## src/rtl/fifo_pkg.sv

```systemverilog
// fifo_pkg: shared defaults for the single-clock FIFO.
//   FIFO_WIDTH      default data word width
//   FIFO_DEPTH      default number of storage entries (2**FIFO_PTR_WIDTH)
//   FIFO_PTR_WIDTH  default storage address width
//   fifo_ptr_t      pointer type: address bits plus one wrap bit
package fifo_pkg;

    localparam int FIFO_WIDTH     = 8;
    localparam int FIFO_PTR_WIDTH = 4;
    localparam int FIFO_DEPTH     = 1 << FIFO_PTR_WIDTH;

    typedef logic [FIFO_PTR_WIDTH:0] fifo_ptr_t;

endpackage

```

## src/rtl/fifo_mem.sv

```systemverilog
// fifo_mem: DEPTH x WIDTH register array with one synchronous write port and
// one synchronous read port. Storage is not reset; only the read register is.
// Ports:
//   wr_clk  in   clock
//   res     in   async active-low reset (clears rdata only)
//   we      in   write enable
//   waddr   in   write address
//   wdata   in   write data
//   re      in   read enable; rdata updates on the same edge
//   raddr   in   read address
//   rdata   out  registered read data, holds when re is low
module fifo_mem #(
    parameter int WIDTH     = 8,
    parameter int DEPTH     = 16,
    parameter int PTR_WIDTH = 4
) (
    input  logic                 wr_clk,
    input  logic                 res,
    input  logic                 we,
    input  logic [PTR_WIDTH-1:0] waddr,
    input  logic [WIDTH-1:0]     wdata,
    input  logic                 re,
    input  logic [PTR_WIDTH-1:0] raddr,
    output logic [WIDTH-1:0]     rdata
);

    logic [WIDTH-1:0] mem [DEPTH];

    always_ff @(posedge wr_clk) begin
        if (we) begin
            mem[waddr] <= wdata;
        end
    end

    always_ff @(posedge wr_clk or negedge res) begin
        if (!res) begin
            rdata <= '0;
        end else if (re) begin
            rdata <= mem[raddr];
        end
    end

endmodule

```

## src/rtl/sync_fifo.sv

```systemverilog
// sync_fifo: single-clock FIFO with full/empty status and one-cycle
// over_flow/under_flow pulses for rejected accesses.
// Optional feature macro: FIFO_ALMOST_EN adds almost_full / almost_empty.
// Ports:
//   wr_clk        in   sole clock
//   res           in   async active-low reset
//   wr_en         in   write request
//   rd_en         in   read request
//   wdata         in   write data
//   rdata         out  registered read data (valid one cycle after accepted read)
//   empty         out  no entries stored
//   full          out  DEPTH entries stored
//   over_flow     out  pulse: write requested while full
//   under_flow    out  pulse: read requested while empty
//   almost_full   out  occupancy >= DEPTH-1   (FIFO_ALMOST_EN only)
//   almost_empty  out  occupancy <= 1         (FIFO_ALMOST_EN only)
module sync_fifo
    import fifo_pkg::*;
#(
    parameter int WIDTH     = FIFO_WIDTH,
    parameter int DEPTH     = FIFO_DEPTH,
    parameter int PTR_WIDTH = FIFO_PTR_WIDTH
) (
    input  logic             wr_clk,
    input  logic             res,
    input  logic             wr_en,
    input  logic             rd_en,
    input  logic [WIDTH-1:0] wdata,
    output logic [WIDTH-1:0] rdata,
    output logic             empty,
    output logic             full,
`ifdef FIFO_ALMOST_EN
    output logic             almost_full,
    output logic             almost_empty,
`endif
    output logic             over_flow,
    output logic             under_flow
);

    logic [PTR_WIDTH:0] wr_ptr;
    logic [PTR_WIDTH:0] rd_ptr;
    logic               wr_acc;
    logic               rd_acc;

    // Equal addresses with differing wrap bits means the writer is one lap ahead.
    assign empty = (wr_ptr == rd_ptr);
    assign full  = (wr_ptr[PTR_WIDTH-1:0] == rd_ptr[PTR_WIDTH-1:0]) &&
                   (wr_ptr[PTR_WIDTH] != rd_ptr[PTR_WIDTH]);

    // Acceptance uses pre-edge flags, so a read frees space only for the next cycle.
    assign wr_acc = wr_en && !full;
    assign rd_acc = rd_en && !empty;

    always_ff @(posedge wr_clk or negedge res) begin
        if (!res) begin
            wr_ptr     <= '0;
            rd_ptr     <= '0;
            over_flow  <= 1'b0;
            under_flow <= 1'b0;
        end else begin
            if (wr_acc) begin
                wr_ptr <= wr_ptr + 1'b1;
            end
            if (rd_acc) begin
                rd_ptr <= rd_ptr + 1'b1;
            end
            over_flow  <= wr_en && full;
            under_flow <= rd_en && empty;
        end
    end

`ifdef FIFO_ALMOST_EN
    localparam logic [PTR_WIDTH:0] ALMOST_FULL_LVL = (PTR_WIDTH+1)'(DEPTH - 1);
    localparam logic [PTR_WIDTH:0] ALMOST_EMPTY_LVL = (PTR_WIDTH+1)'(1);

    logic [PTR_WIDTH:0] occupancy;

    // Modular subtraction over the wrap bit gives 0..DEPTH directly.
    assign occupancy    = wr_ptr - rd_ptr;
    assign almost_full  = (occupancy >= ALMOST_FULL_LVL);
    assign almost_empty = (occupancy <= ALMOST_EMPTY_LVL);
`endif

    fifo_mem #(
        .WIDTH     (WIDTH),
        .DEPTH     (DEPTH),
        .PTR_WIDTH (PTR_WIDTH)
    ) u_mem (
        .wr_clk (wr_clk),
        .res    (res),
        .we     (wr_acc),
        .waddr  (wr_ptr[PTR_WIDTH-1:0]),
        .wdata  (wdata),
        .re     (rd_acc),
        .raddr  (rd_ptr[PTR_WIDTH-1:0]),
        .rdata  (rdata)
    );

endmodule

```

## config.mk

```make
export PLATFORM = sky130hd
export DESIGN_NAME = sync_fifo
export DESIGN_NICKNAME = d
export VERILOG_FILES = /design/src/rtl/fifo_pkg.sv /design/src/rtl/fifo_mem.sv /design/src/rtl/sync_fifo.sv
export SDC_FILE = /design/constraint.sdc
export NUM_CORES = 1
export LEC_CHECK = 0
export CORE_UTILIZATION = 30
export CTS_CLUSTER_SIZE = 16
export DETAILED_ROUTE_END_ITERATION = 10
export PLACE_DENSITY = 0.52
export SLEW_MARGIN = 15
export SYNTH_ARGS = -nofsm -noshare
export SYNTH_HDL_FRONTEND = slang
export SYNTH_SLANG_ARGS = --single-unit
```

## constraint.sdc

```tcl
create_clock -name wr_clk -period 5.4 [get_ports wr_clk]
set_input_delay 1.08 -clock wr_clk [delete_from_list [all_inputs] [get_ports wr_clk]]
set_output_delay 1.08 -clock wr_clk [all_outputs]
set_load 0.03 [all_outputs]
```

Word level (Yosys, flattened, before mapping)
Memories as Yosys holds them, arrays and structs flattened. A register that Yosys moved wholly into a read port is not among the register bits.
Cells that the tools add are included.
{ "totals": {"regBits": 12, "ram_bits": 128, "inputBits": 12, "out_inout_bits": 12, "mem_count": 1} }
{ "op_classes": {"addsub": 2, "eq_ne": 3, "muxes": 2, "n_reduce_logical": 8} }
{ "memory_table": {"columns": ["memory", "words", "width", "rd", "rd_clocked_by_memory_dff", "write_ports", "line", "source"], "rows": [
  ["u_mem.mem", 16, 8, 1, 1, 1, "fifo_mem.sv:27", "logic [WIDTH-1:0] mem [DEPTH];"]
]} }
{ "ops": {"columns": ["op", "count"], "rows": [
  ["$add A5 B1 Y5 const B", 2],
  ["$eq A5 B5 Y1", 1],
  ["$logic_and A1 B1 Y1", 5],
  ["$eq A4 B4 Y1", 1],
  ["$logic_not A1 Y1", 3],
  ["$mux W1", 2],
  ["$ne A1 B1 Y1", 1]
]} }

Depth between registers and ports, before layout
{ "logic_depth": {"ltp_word": 6, "mapped_depth": 6} }

By module
A second synthesis with hierarchy kept.
{ "unflattened": {"cells_unflattened": 293, "area_unflattened_um2": 5969.5} }
{ "by_module_without_submodules": {"columns": ["mod", "n_inst", "cells_per_inst", "area_per_inst_um2", "seq_area_each_um2"], "rows": [
  ["fifo_mem", 1, 240, 5331.4, 4043.9],
  ["sync_fifo", 1, 53, 638.1, 300.3]
]} }

Worst setup path after synthesis
OpenSTA, ideal clock, no wires.
{ "synth_timing": {"path_kind": "reg-to-output", "from": "reg rd_ptr[0]", "to": "out empty", "arrival_time_ns": 1.363, "t_required_ns": 4.320, "setup_slack_ns": 2.957, "stages_incl_launch_ff": 5, "path_buffers": 1, "path_cell_list": "dfrtp_1 buf_6 xnor2_2 nand4_2 nor2_1"} }
{ "synth_between": {"elab_chain_cells": 1} }
{ "synth_lines": {"columns": ["element", "line", "source"], "rows": [
  ["start: declaration", "sync_fifo.sv:41", "logic [PTR_WIDTH:0] rd_ptr;"],
  ["start signal: assignment", "sync_fifo.sv:65", "rd_ptr <= rd_ptr + 1'b1;"],
  ["$eq A5 B5 Y1", "sync_fifo.sv:46", "assign empty = (wr_ptr == rd_ptr);"],
  ["end: declaration", "sync_fifo.sv:30", "output logic empty,"]
]} }
Every way passes these cells.

Worst setup path after layout
{ "layout_timing": {"from": "reg rd_ptr[2]", "to": "out full"} }
{ "layout_between": {"elab_chain_cells": 2} }
{ "layout_lines": {"columns": ["element", "line", "source"], "rows": [
  ["$eq A4 B4 Y1", "sync_fifo.sv:47", "assign full = (wr_ptr[PTR_WIDTH-1:0] == rd_ptr[PTR_WIDTH-1:0]) &&"],
  ["$logic_and A1 B1 Y1", "sync_fifo.sv:47", null],
  ["end: declaration", "sync_fifo.sv:31", "output logic full,"]
]} }
Every way passes these cells.

==> flow_metrics.tcl <==
set metrics [dict create \
    run_status "completed" \
    syn_area_mm2 0.00599 \
    start_util_pct 30.7 \
    critPathLaunch "rd_ptr[2]$_DFFE_PN0P_" \
    rsz0062_at_grt "no" \
    sw_frac_of_total_pct 31.4 \
    die_w_um 143 \
    finalMaxSlewViolations 0 \
    grt_antenna_before_repair 0 \
    rrSetupSlack_ns 2.64 \
    place_hpwl_um 7920 \
    combPwrFrac_pct 31.6 \
    dieArea_mm2 0.0205 \
    antennaDiodeCount 0 \
    area_growth_pct 17.5 \
    slowest_stage "clkdlybuf4s50_1" \
    cts_sinks 148 \
    p_seq_share_pct 39.5 \
    endpoint "full" \
    max-vdd-ir-drop_v 0.000238 \
    ys_seq_area_share_pct 72.5 \
    cp_max_fo 36 \
    max_freq_ghz 0.280 \
    path_clk_slew_ns 0.06 \
    hold_slack_ns 0.506 \
    drive_above_1_share_pct 21.5 \
    tightestPinTransition_ns 1.10 \
    ios 24 \
    finalSetupViolations 0 \
    grt_pass1_wl_um 18900 \
    fin_nets 339 \
    critPathArrivalTime_ns 2.49 \
    insertion_delay_ns 0.42 \
    syn_inst 291 \
    maxCapViolations 0 \
    power_frac_clock_pct 28.8 \
    p_per_area_mw_per_mm2 547 \
    std_cell_rows 51 \
    r2r-end "u_mem.mem[3][4]$_DFFE_PP_" \
    grt_overflow 0 \
    final.period_utilization_pct 66.0 \
    place_congestion 0.763 \
    cts-resized-gates 0 \
    slew-limit-headroom_pct 26.2 \
    cp-start-kind "flip-flop" \
    worstRegToRegCells 5 \
    postLayoutCellArea_mm2 0.00704 \
    drc 0 \
    cts_made_buffers 17 \
    first_pass_iters 4 \
    postCtsHoldBufs 0 \
    path_class "reg2out" \
    grt_usage_pct 13.6 \
    wirelength_um 12600 \
    htreeDepth 4 \
    r2r-start "rd_ptr[2]$_DFFE_PN0P_" \
    cts_tree "yes" \
    grt_pass1_vias 3000 \
    total_power_mw 3.85 \
    skew_ns 0.00612 \
    fin_crit_ns 3.57 \
    port_buffers 23 \
    ys_warn_count 0 \
    grt_max_degree 37 \
    cts_setup_buffers 0 \
    clk_path_buf_depth 2 \
    avgSynthCellArea_um2 20.6 \
    cts_root_buffer "clkbuf_16" \
    crit_required_ns 4.32 \
    drt_first_iter_violations 266 \
    die_y_um 143 \
    totalNegativeSetupSlack_ns 0 \
    leakage_nw 2.41 \
    yosysUniqueCellTypes 32 \
    hold_viol_final 0 \
    wl_per_cell_um 21.1 \
    p_sw_mw 1.21 \
    postRouteAntennaNets 0 \
    hold_class "reg2reg" \
    ys_ff_latch 148 \
    p_int_mw 2.64 \
    crit_chain "buf_4 > xnor2_2 > nand4_2 > nor2_1 > clkdlybuf4s50_1" \
    place_area_mm2 0.00647 \
    synth_fp_nets 308 \
    core-area_mm2 0.0195 \
    via_per_inst 4.79 \
    slowest_delay_ns 0.69 \
    vias 2874 \
    end_kind "output pin" \
]
## worst max-delay path: cells and delay by family, from the launching register on
family | cells | cell delay [ns]
and+or+nand+nor | 2 | 0.42
xor gates and xnor gates | 1 | 0.19
buffers and inverters | 2 | 1.13
DFF | 1 | 0.32
## per-stage QoR
stage | setup slack, ns | cells | util, %
after floorplan | 2.96 | 291 | -
after global placement | 2.25 | 568 | 33.1
after detailed placement | 2.17 | 568 | 33.1
after CTS | 1.76 | 600 | 36.1
after global routing | 1.67 | 600 | 36.1
final | 1.83 | 600 | 36.1
## worst min path at each step
| stage | from | endpoint | cells past startpoint |
|---|---|---|---|
| finish | u_mem.rdata[0]$_DFFE_PN0P_ | u_mem.rdata[0]$_DFFE_PN0P_ | 1 |
| global route | u_mem.rdata[0]$_DFFE_PN0P_ | u_mem.rdata[0]$_DFFE_PN0P_ | 1 |
| CTS | u_mem.rdata[0]$_DFFE_PN0P_ | u_mem.rdata[0]$_DFFE_PN0P_ | 1 |
| detailed placement | u_mem.rdata[0]$_DFFE_PN0P_ | u_mem.rdata[0]$_DFFE_PN0P_ | 1 |
| global placement | u_mem.rdata[6]$_DFFE_PN0P_ | u_mem.rdata[6]$_DFFE_PN0P_ | 1 |
| floorplan | rd_ptr[4]$_DFFE_PN0P_ | rd_ptr[4]$_DFFE_PN0P_ | 1 |
## area by class of cell
| cell class | count | area (um2) |
|---|---|---|
| clock buffers | 24 | 524 |
| clock inverters | 8 | 45.0 |
| fillers | 1829 | 12500 |
| inverters | 4 | 15.0 |
| multi-input cells | 125 | 1530 |
| flip-flops and latches | 148 | 4350 |
| well taps | 265 | 332 |
| repair buffers | 26 | 253 |
## cells in the mapped netlist
| cell | instances | area share, % |
|---|---|---|
| mux2_4 | 9 | 2.3 |
| a22oi_1 | 16 | 2.0 |
| and4_1 | 1 | 0.15 |
| xnor2_1 | 9 | 1.3 |
| mux2_2 | 1 | 0.19 |
| mux4_2 | 23 | 8.6 |
| xor2_1 | 2 | 0.29 |
| o2111ai_1 | 1 | 0.15 |
| buf_8 | 1 | 0.25 |
| ha_1 | 5 | 1.0 |
| buf_6 | 3 | 0.56 |
| buf_2 | 3 | 0.25 |
| and2_1 | 2 | 0.21 |
| o21ai_4 | 1 | 0.27 |
| nor3_1 | 2 | 0.17 |
| dfrtp_1 | 20 | 8.4 |
| inv_1 | 4 | 0.25 |
| nand2_1 | 8 | 0.50 |
| edfxtp_1 | 128 | 64 |
| buf_1 | 1 | 0.063 |
| nor2b_1 | 6 | 0.63 |
| clkbuf_1 | 5 | 0.31 |
| nand4_2 | 1 | 0.21 |
| xnor2_2 | 3 | 0.81 |
| o211ai_1 | 4 | 0.50 |
| and3_1 | 15 | 1.6 |
| buf_12 | 1 | 0.33 |
| a211oi_1 | 1 | 0.13 |
| nand3_1 | 1 | 0.083 |
| a21oi_2 | 1 | 0.15 |
| mux4_1 | 9 | 3.9 |
| nor2_1 | 4 | 0.25 |
## flip-flops by register name, summed over array words and instances (netlist names)
| register | flops |
|---|---|
| u_mem.mem | 128 |
| wr_ptr | 5 |
| u_mem.rdata | 8 |
| rd_ptr | 5 |
| under_flow | 1 |
| over_flow | 1 |
## cell usage in the layout (no fill, tap or decap), types with 2 or more instances in the layout
| master | count |
|---|---|
| edfxtp_1 | 128 |
| mux4_2 | 23 |
| clkdlybuf4s50_1 | 23 |
| clkbuf_16 | 19 |
| dfrtp_1 | 19 |
| a22oi_1 | 16 |
| and3_1 | 15 |
| xnor2_1 | 9 |
| mux2_4 | 9 |
| mux4_1 | 9 |
| nand2_1 | 8 |
| nor2b_1 | 6 |
| ha_1 | 5 |
| clkinv_2 | 5 |
| inv_1 | 4 |
| nor2_1 | 4 |
| o211ai_1 | 4 |
| xnor2_2 | 3 |
| clkbuf_8 | 3 |
| buf_4 | 3 |
| and2_1 | 2 |
| xor2_1 | 2 |
| nor3_1 | 2 |
| clkbuf_1 | 2 |
## per-layer routing
metal | GRT usage [%] | up-vias | wire [um]
li1 | - | 1249 | -
met1 | 17.6 | 1529 | 5630
met2 | 21.0 | 86 | 6140
met3 | 3.93 | 10 | 721
met4 | 6.38 | 0 | 138
met5 | 0 | - | 0
## power groups by stage
stage | Clock [mW] | Sequential [mW] | Combinational (mW)
final | 1.11 | 1.52 | 1.22
after floorplan | 0 | 1.57 | 0.870
after global placement | 0 | 1.54 | 1.22
after detailed placement | 0 | 1.55 | 1.23
after global routing | 1.18 | 1.54 | 1.31
after CTS | 1.13 | 1.53 | 1.24
## logic make-up after synthesis
group	after synthesis	synth area share (%)
buf+inv	18	2.03
fa+ha+maj	5	1.04
mux	42	15.0
compound gates	24	3.20
xor+xnor	14	2.42
simple gates	40	3.76
flops	148	72.5
Power figures use the tool's default switching activity.
